`src/rtl/bcd_to_bin_3_digits_seq_pkg.sv`:
```
// Shared constants, state encoding and operand helper for the
// three-digit BCD to binary converter.
package bcd_to_bin_3_digits_seq_pkg;

   localparam int NUM_DIGITS = 3;
   localparam int BIN_W      = 10;
   localparam int ITER       = 10;
   localparam int BCD_W      = NUM_DIGITS * 4;
   localparam int CNT_W      = $clog2(ITER);

   localparam logic [CNT_W-1:0] LAST_ITER = CNT_W'(ITER - 1);

   typedef enum logic [1:0] {
      IDLE  = 2'd0,
      SHIFT = 2'd1,
      DONE  = 2'd2
   } state_t;

   // True when any 4-bit digit of the packed BCD operand exceeds 9.
   function automatic logic has_bad_digit(input logic [BCD_W-1:0] bcd);
      logic bad;
      bad = 1'b0;
      for (int i = 0; i < NUM_DIGITS; i++) begin
         if (bcd[4*i +: 4] > 4'd9) bad = 1'b1;
      end
      return bad;
   endfunction

endpackage

```
`src/rtl/bcd_to_bin_3_digits_seq_if.sv`:
```
// Request/result bundle between a requester and the converter.
interface bcd_to_bin_3_digits_seq_if;
   import bcd_to_bin_3_digits_seq_pkg::*;

   logic             start;
   logic [3:0]       d0;
   logic [3:0]       d1;
   logic [3:0]       d2;
   logic             busy;
   logic             done;
   logic [BIN_W-1:0] bin;
   logic             error;

   modport master (
      output start, d0, d1, d2,
      input  busy, done, bin, error
   );

   modport slave (
      input  start, d0, d1, d2,
      output busy, done, bin, error
   );

endinterface

```
`src/rtl/bcd_to_bin_3_digits_seq_bcd_digit_correct.sv`:
```
// Per-digit correction step of the reverse double-dabble: a digit that
// reads 8 or more after the right shift has 3 taken off (never underflows).
module bcd_digit_correct (
   input  logic [3:0] din,
   output logic [3:0] dout
);

   // Subtract 3 from digits of 8 or more, pass smaller digits through.
   always_comb begin
      dout = din;
      if (din >= 4'd8) dout = din - 4'd3;
   end

endmodule

```
`src/rtl/bcd_to_bin_3_digits_seq.sv`:
```
// Sequential three-digit BCD to binary converter. The operand is shifted
// right one bit per cycle through a {bcd, bin} register for ITER cycles,
// with each BCD digit corrected after every shift. Out-of-range digits
// short-circuit straight to DONE with error set.
module bcd_to_bin_3_digits_seq
   import bcd_to_bin_3_digits_seq_pkg::*;
(
   input  logic                     clk,
   input  logic                     rst_n,
   bcd_to_bin_3_digits_seq_if.slave bus
);

   state_t                   state;
   state_t                   state_nxt;
   logic [BCD_W-1:0]         bcd_q;
   logic [BIN_W-1:0]         acc_q;
   logic [CNT_W-1:0]         cnt_q;
   logic [BIN_W-1:0]         bin_q;
   logic                     err_q;

   logic [BCD_W-1:0]         operand;
   logic                     op_bad;
   logic                     last_iter;
   logic [BCD_W+BIN_W-1:0]   shifted;
   logic [BCD_W-1:0]         bcd_fix;
   logic [BIN_W-1:0]         acc_nxt;

   assign operand   = {bus.d2, bus.d1, bus.d0};
   assign op_bad    = has_bad_digit(operand);
   assign last_iter = (cnt_q == LAST_ITER);

   // The BCD LSB falls into the binary MSB on each shift.
   assign shifted = {bcd_q, acc_q} >> 1;
   assign acc_nxt = shifted[BIN_W-1:0];

   for (genvar g = 0; g < NUM_DIGITS; g++) begin : g_digit
      bcd_digit_correct u_fix (
         .din  (shifted[BIN_W + 4*g +: 4]),
         .dout (bcd_fix[4*g +: 4])
      );
   end

   // State register.
   always_ff @(posedge clk or negedge rst_n) begin
      if (!rst_n) state <= IDLE;
      else        state <= state_nxt;
   end

   // Next-state logic; start is only honoured in IDLE.
   always_comb begin
      state_nxt = state;
      case (state)
         IDLE:    if (bus.start) state_nxt = op_bad ? DONE : SHIFT;
         SHIFT:   if (last_iter) state_nxt = DONE;
         DONE:    state_nxt = IDLE;
         default: state_nxt = IDLE;
      endcase
   end

   // Shift register, iteration counter and result registers; results
   // change only on the edge that enters DONE.
   always_ff @(posedge clk or negedge rst_n) begin
      if (!rst_n) begin
         bcd_q <= '0;
         acc_q <= '0;
         cnt_q <= '0;
         bin_q <= '0;
         err_q <= 1'b0;
      end else begin
         case (state)
            IDLE: begin
               if (bus.start) begin
                  bcd_q <= operand;
                  acc_q <= '0;
                  cnt_q <= '0;
                  if (op_bad) begin
                     bin_q <= '0;
                     err_q <= 1'b1;
                  end
               end
            end
            SHIFT: begin
               bcd_q <= bcd_fix;
               acc_q <= acc_nxt;
               cnt_q <= cnt_q + 1'b1;
               if (last_iter) begin
                  bin_q <= acc_nxt;
                  err_q <= 1'b0;
               end
            end
            default: ;
         endcase
      end
   end

   assign bus.busy  = (state != IDLE);
   assign bus.done  = (state == DONE);
   assign bus.bin   = bin_q;
   assign bus.error = err_q;

endmodule

```
`src/flat_wrapper.sv`:
```
// flat-port wrapper written by rule: the top's interface ports become plain ports
module bcd_to_bin_3_digits_seq_flat import bcd_to_bin_3_digits_seq_pkg::*;
  (clk, rst_n, bus_start, bus_d0, bus_d1, bus_d2, bus_busy, bus_done, bus_bin, bus_error);
  bcd_to_bin_3_digits_seq_if bus_i ();
  input  logic clk;
  input  logic rst_n;
  input wire logic [$bits(bus_i.start)-1:0] bus_start;
  input wire logic [$bits(bus_i.d0)-1:0] bus_d0;
  input wire logic [$bits(bus_i.d1)-1:0] bus_d1;
  input wire logic [$bits(bus_i.d2)-1:0] bus_d2;
  output wire logic [$bits(bus_i.busy)-1:0] bus_busy;
  output wire logic [$bits(bus_i.done)-1:0] bus_done;
  output wire logic [$bits(bus_i.bin)-1:0] bus_bin;
  output wire logic [$bits(bus_i.error)-1:0] bus_error;
  assign bus_i.start = bus_start;
  assign bus_i.d0 = bus_d0;
  assign bus_i.d1 = bus_d1;
  assign bus_i.d2 = bus_d2;
  assign bus_busy = bus_i.busy;
  assign bus_done = bus_i.done;
  assign bus_bin = bus_i.bin;
  assign bus_error = bus_i.error;
  bcd_to_bin_3_digits_seq u_core (.clk(clk), .rst_n(rst_n), .bus(bus_i));
endmodule
```
`config.mk`:
```
export PLATFORM = sky130hd
export DESIGN_NAME = bcd_to_bin_3_digits_seq_flat
export DESIGN_NICKNAME = d
export VERILOG_FILES = /design/src/rtl/bcd_to_bin_3_digits_seq_pkg.sv /design/src/rtl/bcd_to_bin_3_digits_seq_if.sv /design/src/rtl/bcd_to_bin_3_digits_seq_bcd_digit_correct.sv /design/src/rtl/bcd_to_bin_3_digits_seq.sv /design/src/flat_wrapper.sv
export SDC_FILE = /design/constraint.sdc
export NUM_CORES = 1
export LEC_CHECK = 0
export ABC_CLOCK_PERIOD_IN_PS = 3800
export CAP_MARGIN = 20
export CORE_MARGIN = 8
export CORE_UTILIZATION = 56
export CTS_BUF_LIST = sky130_fd_sc_hd__clkbuf_8 sky130_fd_sc_hd__clkbuf_16
export CTS_CLUSTER_SIZE = 28
export DETAILED_ROUTE_END_ITERATION = 10
export PLACE_DENSITY = 0.93
export SYNTH_ARGS = -nofsm -noshare
export SYNTH_HDL_FRONTEND = slang
export SYNTH_SLANG_ARGS = --single-unit
export TNS_END_PERCENT = 5
```
`constraint.sdc`:
```
create_clock -name clk -period 3.8 [get_ports clk]
set_input_delay 0.76 -clock clk [delete_from_list [all_inputs] [get_ports clk]]
set_output_delay 0.76 -clock clk [all_outputs]
set_load 0.03 [all_outputs]
```
* Word level (Yosys, flattened, before mapping)
Cells that the tools add are included.
Word-level totals: register bits after elaboration 39, input port bits 15, output and inout port bits 13, word-level logic and storage cells 52
Cells by class: add/subtract/negate cells 4, order comparisons 6, equal/unequal tests 6, muxes and demuxes 24, reduce and logical (&&, ||, !) cells 6
Operators with widths (number):
- two-way mux 10 bit | 4
- one-hot mux 10 bit (2 select lines) | 2
- one-hot mux 12 bit (2 select lines) | 1
- two-way mux 4 bit | 4
- > comparator 4 bit (second input constant) | 3
- two-way mux 12 bit | 1
- >= comparator 4 bit (second input constant) | 2
- one-hot mux 4 bit (2 select lines) | 1
- subtractor 4 x 2 -> 4 bit (second input constant) | 2
- two-way mux 1 bit | 6
- two-way mux 2 bit | 3
- adder 4 x 1 -> 4 bit (second input constant) | 1
- equality test 4 bit (second input constant) | 1
- >= comparator 3 x 4 -> 1 bit (second input constant) | 1
- != test 2 x 1 -> 1 bit (second input constant) | 2
- one-hot mux 2 bit (2 select lines) | 1
- AND reduction 2 bit | 2
- AND reduction 4 bit | 1
- nonzero test 2 bit | 2
- subtractor 3 x 2 -> 4 bit (second input constant) | 1
- equality test 2 x 1 -> 1 bit (second input constant) | 1
- equality test 2 bit (second input constant) | 1
- zero test 2 bit | 1
- != test 2 bit (second input constant) | 1
- one-hot mux 1 bit (2 select lines) | 1

* Longest topological paths before layout
depth in word-level cells 7, gate-level depth with buffers 6, depth with buffers taken out 6

* By module
A second synthesis with hierarchy kept.
Second synthesis, totals: cells, all modules 189, area total of the unflattened synthesis 1934.4 µm²
Modules (own cells, without submodules):
- bcd_to_bin_3_digits_seq | instances 1, cells an instance 156, area an instance 1705.4 µm², seq. area each 950.9 µm²
- bcd_digit_correct | instances 3, cells an instance 11, area an instance 76.3 µm², seq. area each 0.0 µm²

* Least setup slack after synthesis
OpenSTA, ideal clock, no wires.
kind flip-flop to output port, start reg u_core.state[0], end out bus_done, arrival 1.149 ns, required time 3.040 ns, path slack 1.891 ns, stages on the path, launching flop included 4, buffers on the path 2, cells stage by stage dfrtp_1 > buf_4 > clkbuf_1 > nor2b_1
On the way: word-level cells in the longest chain between the ends 1
Ends and longest elaborated chain:
- start: declaration | RTL line bcd_to_bin_3_digits_seq.sv:13 | state_t state;
- start signal: assignment | RTL line bcd_to_bin_3_digits_seq.sv:46 | else state <= state_nxt;
- equality test 2 bit | RTL line bcd_to_bin_3_digits_seq.sv:97 | assign bus.done = (state == DONE);
- end: declaration | RTL line flat_wrapper.sv:12 | output wire logic [$bits(bus_i.done)-1:0] bus_done;
Every way passes these cells.

* Worst setup path after layout
start reg u_core.state[0], end out bus_busy
On the way: word-level cells in the longest chain between the ends 1
Ends and longest elaborated chain:
- nonzero test 2 bit | RTL line bcd_to_bin_3_digits_seq.sv:96 | assign bus.busy = (state != IDLE);
- end: declaration | RTL line flat_wrapper.sv:11 | output wire logic [$bits(bus_i.busy)-1:0] bus_busy;
Every way passes these cells.

==> out/results.ini <==
[cells_and_area]
finalNonFillerCells = 221
syn2layout_area_growth_pct = 21.32
fin_nets = 208
num-fill-cells = 236
antenna_cells = 0
drive_gt1_frac = 0.07979

[detailed_routing]
num_vias = 1341
drtIter0Drc = 62
wl_per_cell_um = 17.82
ant_nets = 0
routed_wl_mm = 3.939
drt-pass1-iter-count = 4
vias_per_cell = 6.068
route.detailed.drc = 0

[synthesis]
synth-seq-cells = 38
synth_commonest_cells = dfrtp_1, nand2_1, o21ai_0
syn_inst = 160
yosysUniqueCellTypes = 29
ys_async_sr_fraction = 1.000
yosys.area.top_type = dfrtp_1
ys_top_cells_by_area = dfrtp_1, a22o_1, o21ai_0
yosysMostFrequentCell = dfrtp_1
syn_avg_cell_area_sq_um = 10.89
synth_ff_type = dfrtp_1
ys_seq_area_frac = 0.5456
synth.top_cell.area_share = 0.5456
synth_nets = 181
ys_warn_count = 0
synth_edf_count = 0
netlist_area_sq_mm = 0.001743

[cts]
clockBufferDepth = 2
htreeDepth = 2
cts_tree = yes
root_buffer = clkbuf_8
clock_sinks = 38
hold_buffers = 0
clk_pin_slew_ns = 0.07
cts_buffers = 5
clk_latency_ns = 0.29
post_cts_buffers = 0
ctsResizeCount = 0

[setup_path]
crit_type = flip-flop to primary output
ff2ff_setup_slack_ns = 1.69
start_kind = flip-flop
cpLargestDelayFamily = flip-flops
r2r_cells = 3
crit_path_cell_trace = or2_2 > clkdlybuf4s50_1
crit_arrival_ns = 1.95
critPathBufInv = 1
cpMaxStageDelayCell = dfrtp_1
end_kind = primary output
r2r-start = u_core.state[0]$_DFFE_PN0P_
slowest_delay_ns = 0.74
r2r-end = u_core.bcd_q[10]$_DFFE_PN0P_
critPathRequiredTime_ns = 3.04
path_max_fanout = 20

[min_path]
hp-class = flip-flop to flip-flop
hold_path_startpoint = u_core.bcd_q[10]$_DFFE_PN0P_
worstHoldPathCells = 2
holdPathEnd = u_core.bcd_q[10]$_DFFE_PN0P_

[pwr]
p_leak_nw = 0.9668
ir_drop_v = 0.0004330
power_density_mw_per_mm2 = 657.6

[global_route]
grt_first_pass_wirelength_mm = 6.506
grt_start_max_net_pins = 39
antenna_found_initial = 0
grt_pass1_vias = 1399
grt_overflow_total = 0
track_usage = 0.1646

[sta]
post-route-min-period_ns = 2.706
setup_viol = 0
final-hold-violation-count = 0
tns_ns = 0
rsz0062_at_grt = no
slew_headroom = 0.3215
tightest_slew_ns = 1.017
min_period_over_period = 0.7122
fmax_ghz = 0.3695
drv_slew = 0
finClkSkew_ns = 0.003896

[floorplan]
boundaryPins = 28
coreArea_sq_mm = 0.003003
rows = 20
die_area_sq_mm = 0.005154
initial_core_util = 0.5804
die_x_um = 71.79
die_y_um = 71.79

[placement]
place.port_buffers = 27
place.gp.congestion = 0.8214
dp.cells = 213
post-dp-hpwl_mm = 2.773

[flow_run]
drv_cap = 0

[run_status]
status = finished clean

==> metal layers <==
layer,GRT usage,share of wire,up-vias
met5,0,0,-
met4,0.09977,0.035,0
met3,0.06276,0.070,16
met2,0.2682,0.51,51
met1,0.1767,0.39,660
li1,-,-,614
==> registers in the layout (all words and copies together), names as in the netlist <==
name / flops
u_core.bcd_q: 12
u_core.acc_q: 9
u_core.cnt_q: 4
u_core.bus.error: 1
u_core.state: 2
u_core.bus.bin: 10
==> cells by family after synthesis <==
logic type | after synthesis | synth area share
AOI/OAI and AO/OA | 53 | 0.2096
xor gates and xnor gates | 5 | 0.02513
adders and majority gates | 6 | 0.04307
buffers and inverters | 17 | 0.04594
DFF | 38 | 0.5456
muxes | 5 | 0.03015
and+or+nand+nor | 36 | 0.1005
==> placed cells by master, fill, tap and decap left out <==
master	Yosys	layout
xnor2_1	2	2
o22a_1	2	2
inv_1	8	9
o21bai_2	0	1
nor2_1	1	1
o21ai_0	20	20
nand2_1	24	24
o2bb2ai_1	1	1
dfrtp_1	38	38
ha_1	6	6
buf_4	2	2
a41oi_1	1	1
a21oi_1	4	4
xor2_1	3	3
and2b_1	1	1
or3_4	1	1
a22o_1	18	18
or2_2	1	1
nand3_1	1	1
nand2b_1	3	3
mux2i_1	3	3
clkbuf_8	0	6
a22oi_1	6	6
mux2_2	2	2
and4b_1	1	1
nor3_2	1	1
nor2b_1	2	2
clkdlybuf4s50_1	0	27
clkinv_2	0	1
==> worst min-delay path, stage by stage, from the launching register on <==
cell,delay (ns)
dfrtp_1,0.34
nand2_1,0.05
o21ai_0,0.06
==> metrics by stage <==
step                power, mW    util  cell area (sq um)  setup WS, ns  hold slack [ns]
floorplan              0.9604       -               1743         1.891           0.4496
global placement        1.057  0.6738               2023         1.344           0.4669
detailed placement      1.103  0.6738               2023         1.215           0.4708
CTS                     1.393  0.7042               2115         1.112           0.4873
global route            1.476  0.7042               2115         1.011           0.5106
finish                  1.391  0.7042               2115         1.094           0.4843
==> layout make-up <==
cell class              instances  area [sq um]  share of cell area
clock inverters                 2         8.758            0.004142
repair buffers                 29         285.3              0.1349
well taps                      33         41.29             0.01953
flip-flops and latches         38         950.9              0.4497
clock buffers                   6         82.58             0.03905
inverters                       8         30.03             0.01420
multi-input cells             105         715.7              0.3385
==> where the power goes <==
group          internal, mW  total, mW  switching, mW  leakage, nW
registers             0.502      0.640          0.138        0.500
clock network         0.144      0.284          0.141       0.0524
logic                 0.207      0.467          0.259        0.414
==> how the worst max path moves through the flow <==
| stage | depth (start not counted) | startpoint | endpoint |
|---|---|---|---|
| 2_1_floorplan | 3 | u_core.state[0]$_DFFE_PN0P_ | bus_done |
| 3_3_place_gp | 5 | bus_start | u_core.bus.bin[8]$_DFFE_PN0P_ |
| 3_5_place_dp | 5 | bus_start | u_core.cnt_q[0]$_DFFE_PN0P_ |
| 4_1_cts | 2 | u_core.state[0]$_DFFE_PN0P_ | bus_busy |
| 5_1_grt | 2 | u_core.state[0]$_DFFE_PN0P_ | bus_busy |
| 6_report | 2 | u_core.state[0]$_DFFE_PN0P_ | bus_busy |
Note: power is estimated with default switching activity, not from simulation.
